===== src/rtl/uctl_cmdifrouter.sv =====
// Command-interface router: decodes a command address against NUM_RGN windows,
// then steers the following write/read beats to the latched region with address auto-increment.

module uctl_cmdifrouter_win #(
    parameter int                ADDR_W = 32,
    parameter logic [ADDR_W-1:0] BASE   = '0,
    parameter logic [ADDR_W-1:0] LIMIT  = '1
) (
    input  logic [ADDR_W-1:0] cmd_addr_i,
    input  logic [ADDR_W-1:0] beat_addr_i,
    output logic              hit_o,
    output logic              over_o
);
    assign hit_o  = (cmd_addr_i >= BASE) && (cmd_addr_i <= LIMIT);
    assign over_o = (beat_addr_i > LIMIT);
endmodule

module uctl_cmdifrouter #(
    parameter int                        NUM_RGN   = 3,
    parameter int                        ADDR_W    = 32,
    parameter int                        DATA_W    = 32,
    parameter logic [NUM_RGN*ADDR_W-1:0] RGN_BASE  = {32'h0000_1000, 32'h0000_0800, 32'h0000_0920},
    parameter logic [NUM_RGN*ADDR_W-1:0] RGN_LIMIT = {32'h0000_1FFF, 32'h0000_091B, 32'h0000_0D1F},
    parameter int                        ADDR_INCR = 4
) (
    input  logic                        sys_clk,
    input  logic                        sw_rst,
    input  logic                        cmdIf_trEn,
    input  logic                        cmdIf_req,
    input  logic [ADDR_W-1:0]           cmdIf_addr,
    input  logic                        cmdIf_wrRd,
    output logic                        cmdIf_ack,
    output logic                        cmdIf_err,
    input  logic                        cmdIf_wrData_req,
    input  logic [DATA_W-1:0]           cmdIf_wrData,
    output logic                        cmdIf_wrData_ack,
    input  logic                        cmdIf_rdData_req,
    output logic                        cmdIf_rdData_ack,
    output logic [DATA_W-1:0]           cmdIf_rdData,
    output logic [ADDR_W-1:0]           rgn_addr,
    output logic [DATA_W-1:0]           rgn_wrData,
    output logic [NUM_RGN-1:0]          rgn_wrReq,
    output logic [NUM_RGN-1:0]          rgn_rdReq,
    input  logic [NUM_RGN*DATA_W-1:0]   rgn_rdData,
    output logic [2:0]                  rgn_sel
);

    typedef enum logic [1:0] {
        S_IDLE,
        S_ACTIVE,
        S_ERR
    } state_t;

    state_t              state_q;
    logic [ADDR_W-1:0]   addr_q;
    logic [2:0]          sel_q;
    logic                rd_pend_q;
    logic                rd_err_q;
    logic                carry_q;
    logic [DATA_W-1:0]   rd_data_q;

    logic [NUM_RGN-1:0]  hit;
    logic [NUM_RGN-1:0]  over;
    logic [NUM_RGN-1:0]  sel_oh;
    logic                any_hit;
    logic [2:0]          win;
    logic                sel_over;
    logic [DATA_W-1:0]   rd_mux;
    logic                beat_err;
    logic [ADDR_W-1:0]   addr_d;
    logic                carry_d;
    logic                do_cmd;
    logic                do_wr;
    logic                do_rd;
    logic                go_idle;

    // direction hint is informational only
    logic unused_wrrd;
    assign unused_wrrd = cmdIf_wrRd;

    genvar gi;
    generate
        for (gi = 0; gi < NUM_RGN; gi++) begin : g_win
            uctl_cmdifrouter_win #(
                .ADDR_W (ADDR_W),
                .BASE   (RGN_BASE [gi*ADDR_W +: ADDR_W]),
                .LIMIT  (RGN_LIMIT[gi*ADDR_W +: ADDR_W])
            ) u_win (
                .cmd_addr_i  (cmdIf_addr),
                .beat_addr_i (addr_q),
                .hit_o       (hit[gi]),
                .over_o      (over[gi])
            );
        end
    endgenerate

    // lowest hitting index wins on overlapping windows
    always_comb begin
        win     = '0;
        any_hit = |hit;
        for (int i = NUM_RGN - 1; i >= 0; i--) begin
            if (hit[i]) win = 3'(i);
        end
    end

    always_comb begin
        sel_oh   = '0;
        sel_over = 1'b0;
        rd_mux   = '0;
        for (int i = 0; i < NUM_RGN; i++) begin
            if (sel_q == 3'(i)) begin
                sel_oh[i] = 1'b1;
                sel_over  = over[i];
                rd_mux    = rgn_rdData[i*DATA_W +: DATA_W];
            end
        end
    end

    // carry out of the increment sticks until the next command load
    assign {carry_d, addr_d} = {1'b0, addr_q} + (ADDR_W+1)'(ADDR_INCR);
    assign beat_err = (state_q == S_ERR) || sel_over || carry_q;

    always_comb begin
        do_cmd  = 1'b0;
        do_wr   = 1'b0;
        do_rd   = 1'b0;
        go_idle = 1'b0;
        if (!sw_rst && !rd_pend_q) begin
            case (state_q)
                S_IDLE: do_cmd = cmdIf_trEn && cmdIf_req;
                S_ACTIVE, S_ERR: begin
                    if (cmdIf_trEn && cmdIf_wrData_req)      do_wr   = 1'b1;
                    else if (cmdIf_trEn && cmdIf_rdData_req) do_rd   = 1'b1;
                    else if (cmdIf_trEn && cmdIf_req)        do_cmd  = 1'b1;
                    else                                     go_idle = 1'b1;
                end
                default: ;
            endcase
        end
    end

    assign cmdIf_ack        = do_cmd;
    assign cmdIf_wrData_ack = do_wr;
    assign cmdIf_rdData_ack = rd_pend_q;
    assign cmdIf_rdData     = rd_data_q;
    assign cmdIf_err        = (do_cmd && !any_hit) || (do_wr && beat_err) || (rd_pend_q && rd_err_q);
    assign rgn_wrReq        = (do_wr && !beat_err) ? sel_oh : '0;
    assign rgn_rdReq        = (do_rd && !beat_err) ? sel_oh : '0;
    assign rgn_addr         = addr_q;
    assign rgn_wrData       = cmdIf_wrData;
    assign rgn_sel          = sel_q;

    always_ff @(posedge sys_clk) begin
        if (sw_rst) begin
            state_q   <= S_IDLE;
            addr_q    <= '0;
            sel_q     <= '0;
            rd_pend_q <= 1'b0;
            rd_err_q  <= 1'b0;
            carry_q   <= 1'b0;
            rd_data_q <= '0;
        end else if (rd_pend_q) begin
            // second read cycle always completes, regardless of new requests
            rd_pend_q <= 1'b0;
            addr_q    <= addr_d;
            carry_q   <= carry_q | carry_d;
        end else if (do_cmd) begin
            addr_q  <= cmdIf_addr;
            carry_q <= 1'b0;
            if (any_hit) begin
                sel_q   <= win;
                state_q <= S_ACTIVE;
            end else begin
                state_q <= S_ERR;
            end
        end else if (do_wr) begin
            addr_q  <= addr_d;
            carry_q <= carry_q | carry_d;
        end else if (do_rd) begin
            rd_pend_q <= 1'b1;
            rd_err_q  <= beat_err;
            rd_data_q <= beat_err ? '0 : rd_mux;
        end else if (go_idle) begin
            state_q <= S_IDLE;
        end
    end

endmodule


===== config.mk =====
export PLATFORM = sky130hd
export DESIGN_NAME = uctl_cmdifrouter
export DESIGN_NICKNAME = d
export VERILOG_FILES = /design/src/rtl/uctl_cmdifrouter.sv
export SDC_FILE = /design/constraint.sdc
export NUM_CORES = 1
export LEC_CHECK = 0
export ABC_AREA = 1
export CAP_MARGIN = 20
export CELL_PAD_IN_SITES_DETAIL_PLACEMENT = 0
export CELL_PAD_IN_SITES_GLOBAL_PLACEMENT = 1
export CORE_MARGIN = 8
export CORE_UTILIZATION = 25
export CTS_CLUSTER_DIAMETER = 60
export DETAILED_ROUTE_END_ITERATION = 8
export PLACE_DENSITY_LB_ADDON = 0.1
export SLEW_MARGIN = 5
export SYNTH_ARGS = -nofsm -noshare
export SYNTH_HDL_FRONTEND = slang
export SYNTH_SLANG_ARGS = --single-unit

===== constraint.sdc =====
create_clock -name sys_clk -period 2.1 [get_ports sys_clk]
set_input_delay 0.42 -clock sys_clk [delete_from_list [all_inputs] [get_ports sys_clk]]
set_output_delay 0.42 -clock sys_clk [all_outputs]
set_load 0.1 [all_outputs]

==> impl_metrics.toml <==
[sta]
worst_slack_ps = -367
finalSetupViolations = 7
drv_slew = 0
fin_skew_ps = 5.74
rsz0062_at_grt = "true"
hold_violations = 0
fin_crit_sh_pct = 117
period_needed_ps = 2470
fmax_mhz = 405

[power]
seqPwrFrac_pct = 34.3
p_int_w = 0.00284
ir_drop_v = 0.000399
finalPower_w = 0.00401
leakage_nw = 3.40
power_density_mw_per_mm2 = 477
p_switching_w = 0.00117
p_clk_share_pct = 42.1
pwr-share-comb_pct = 23.6
switching_share_pct = 29.2

[floorplanning]
die_h_um = 156
coreArea_mm2 = 0.0193
start_util_pct = 25.3
ios = 276
die_area_mm2 = 0.0243
die_w_um = 156
placementRows = 51

[layout]
diodes = 0
final_layout_size_suffix_gt1_share_pct = 28.4
layout_commonest_cell = "nand2_1"
fin_area_mm2 = 0.00842
areaGrowthSynthToFinish_pct = 72.3
nets = 1220
post-route-util_pct = 43.5
final_cell_mix = "nand2_1, buf_4, clkdlybuf4s50_1"

[clock_network]
clk_pin_slew_worst_paths_ps = 60
cts_tree = "built"
ctsHoldBuffers = 0
cts_max_level = 3
root_buffer = "clkbuf_16"
clk_latency_ps = 340
clock_path_buffers = 2
cts_buffers = 9
clock-sinks = 71

[critical_path]
cp-start-kind = "flop"
path_cells = "nor2_4 > nand3_2 > nor2_4 > nand3_4 > a21oi_4 > nand3_4 > nor3_4 > buf_12"
crit_required_ps = 1680
critical_path_class = "flop to output port"
crit_fanout = 8
worstSetupEndpointType = "output port"
slowest_delay_ps = 350
crit_slowest_cell = "dfxtp_4"
arrival_ps = 2050

[yosys]
syn_nets = 963
yosysSeqAreaShare_pct = 29.1
mappedNetlistArea_mm2 = 0.00489
netlist_instances = 791
synth_edf_count = 0
synth_seq_cells = 71
ys_types = 39
yosysWarnings = 0
synth-async-reset-ratio_pct = 0
synth_area_per_cell_um2 = 6.18
dominantRegCellSynth = "dfxtp_1"

[global_routing]
grt_pass1_wl_mm = 33.3
grt_overflow = 0
grt_antenna_before_repair = 0
grt_start_max_net_pins = 33
gr-usage-all-layers_pct = 17.7
grt_pass1_vias = 5957

[detailed_routing]
drc = 0
drtAntennaViolNets = 0
drt-vias-per-instance = 4.49
post_drt_wl_per_cell_um = 16.4
initialDrtViolationCount = 235
vias = 5920
dr.pass1.iters = 4
wirelength_mm = 21.6

[status]
violations = "setup timing"
status = "complete, but fails checks"

[placement]
hpwl_mm = 17.4
place_congestion = 0.860
io_buffer_count = 209
place_ws_ps = -441
placed_area_mm2 = 0.00790

[job]
maxCapViolCount = 0

[min_path]
min_path_type = "flop to flop"
## registers in the layout (all words and copies together), names as in the netlist
register / count
carry_q: 1
cmdIf_rdData: 32
cmdIf_rdData_ack: 1
rd_err_q: 1
rgn_addr: 32
rgn_sel: 2
state_q: 2
## through the flow
step | hold slack, ps | setup TNS [ps] | cells
finish | 477 | -2130 | 1318
global route | 503 | -2910 | 1318
CTS | 483 | -2710 | 1314
global placement | 470 | -7150 | 1297
detailed placement | 469 | -8260 | 1297
floorplan | 426 | -10350 | 791
## worst max-delay path, delay by kind of cell (launching register included)
| family | cells | cell delay (ps) |
|---|---|---|
| AND/OR/NAND/NOR | 6 | 960 |
| flip-flops | 1 | 350 |
| buffers and inverters | 1 | 200 |
| AO/OA/AOI/OAI | 1 | 180 |
## synth_stat cells, types with 2 or more instances
cell type	number	area share, %
inv_1	59	4.5
a31oi_1	2	0.26
o21bai_1	4	0.61
nand3b_1	4	0.61
xor2_1	7	1.3
nand2_1	219	17
dfxtp_1	71	29
a22o_1	9	1.6
xnor2_1	4	0.72
o221ai_1	2	0.36
o21ai_0	28	2.9
nor3_2	2	0.41
o21ai_1	26	2.7
nand3_2	2	0.41
clkbuf_1	7	0.54
buf_2	18	1.8
ha_1	5	1.3
nand3_1	46	4.7
o211ai_1	2	0.31
nand4_1	27	3.5
buf_6	4	0.92
a21oi_1	45	4.6
inv_2	7	0.54
buf_4	34	5.2
or2_2	7	0.90
nand2_2	3	0.38
nor2_1	116	8.9
nor3_1	19	1.9
nor2_4	2	0.46
## layer usage
layer	part of all wire [%]	global-route usage (%)	vias to the layer above
met5	0	0	-
met4	1.2	4.44	0
met3	4.8	4.46	20
met2	50	30.0	121
met1	44	21.9	2723
li1	-	-	3056
## power by group through the flow
stage          clock network (W)  registers, W  logic [W]
3_3_place_gp                   0       0.00141   0.000907
6_report                 0.00169       0.00138   0.000946
5_1_grt                  0.00179       0.00138    0.00101
2_1_floorplan                  0       0.00159   0.000543
4_1_cts                  0.00173       0.00138   0.000924
3_5_place_dp                   0       0.00141   0.000907
## area by class of cell
cell class,count,area [um^2]
Fill cell,2137,10900
Multi-Input combinational cell,589,3070
Timing Repair Buffer,310,2900
Sequential cell,71,1530
Tap cell,265,332
Clock buffer,14,317
Inverter,67,259
Clock inverter,2,15.0
## logic make-up (layout without fill, tap and decap cells)
group	count (synthesis)	in the layout	share of synthesized area [%]
XOR/XNOR	11	11	1.97
adder cells (fa/ha/maj)	5	5	1.28
buffers and inverters	131	393	13.8
flip-flops	71	71	29.1
AND/OR/NAND/NOR	453	453	40.3
AO/OA/AOI/OAI	119	119	13.5
other	1	1	0.0768
## final timing paths
kind,slack (ps),start,cells past startpoint,end
max,-370,rgn_addr[26]$_SDFFE_PP0P_,8,rgn_rdReq[1]
min,480,rd_err_q$_SDFFE_PP0P_,2,rd_err_q$_SDFFE_PP0P_
max reg2reg,150,state_q[1]$_SDFFE_PP0P_,12,rgn_addr[11]$_SDFFE_PP0P_
min reg2reg,480,rd_err_q$_SDFFE_PP0P_,2,rd_err_q$_SDFFE_PP0P_
## what timing repair did
action | CTS | global route
pin swaps | 6 | 10
hold endpoints to repair | 0 | 0
buffers inserted | 1 | 4
setup endpoints to repair | 8 | 15
gates resized for setup | 16 | 24
Note: power is estimated with default switching activity, not from simulation.
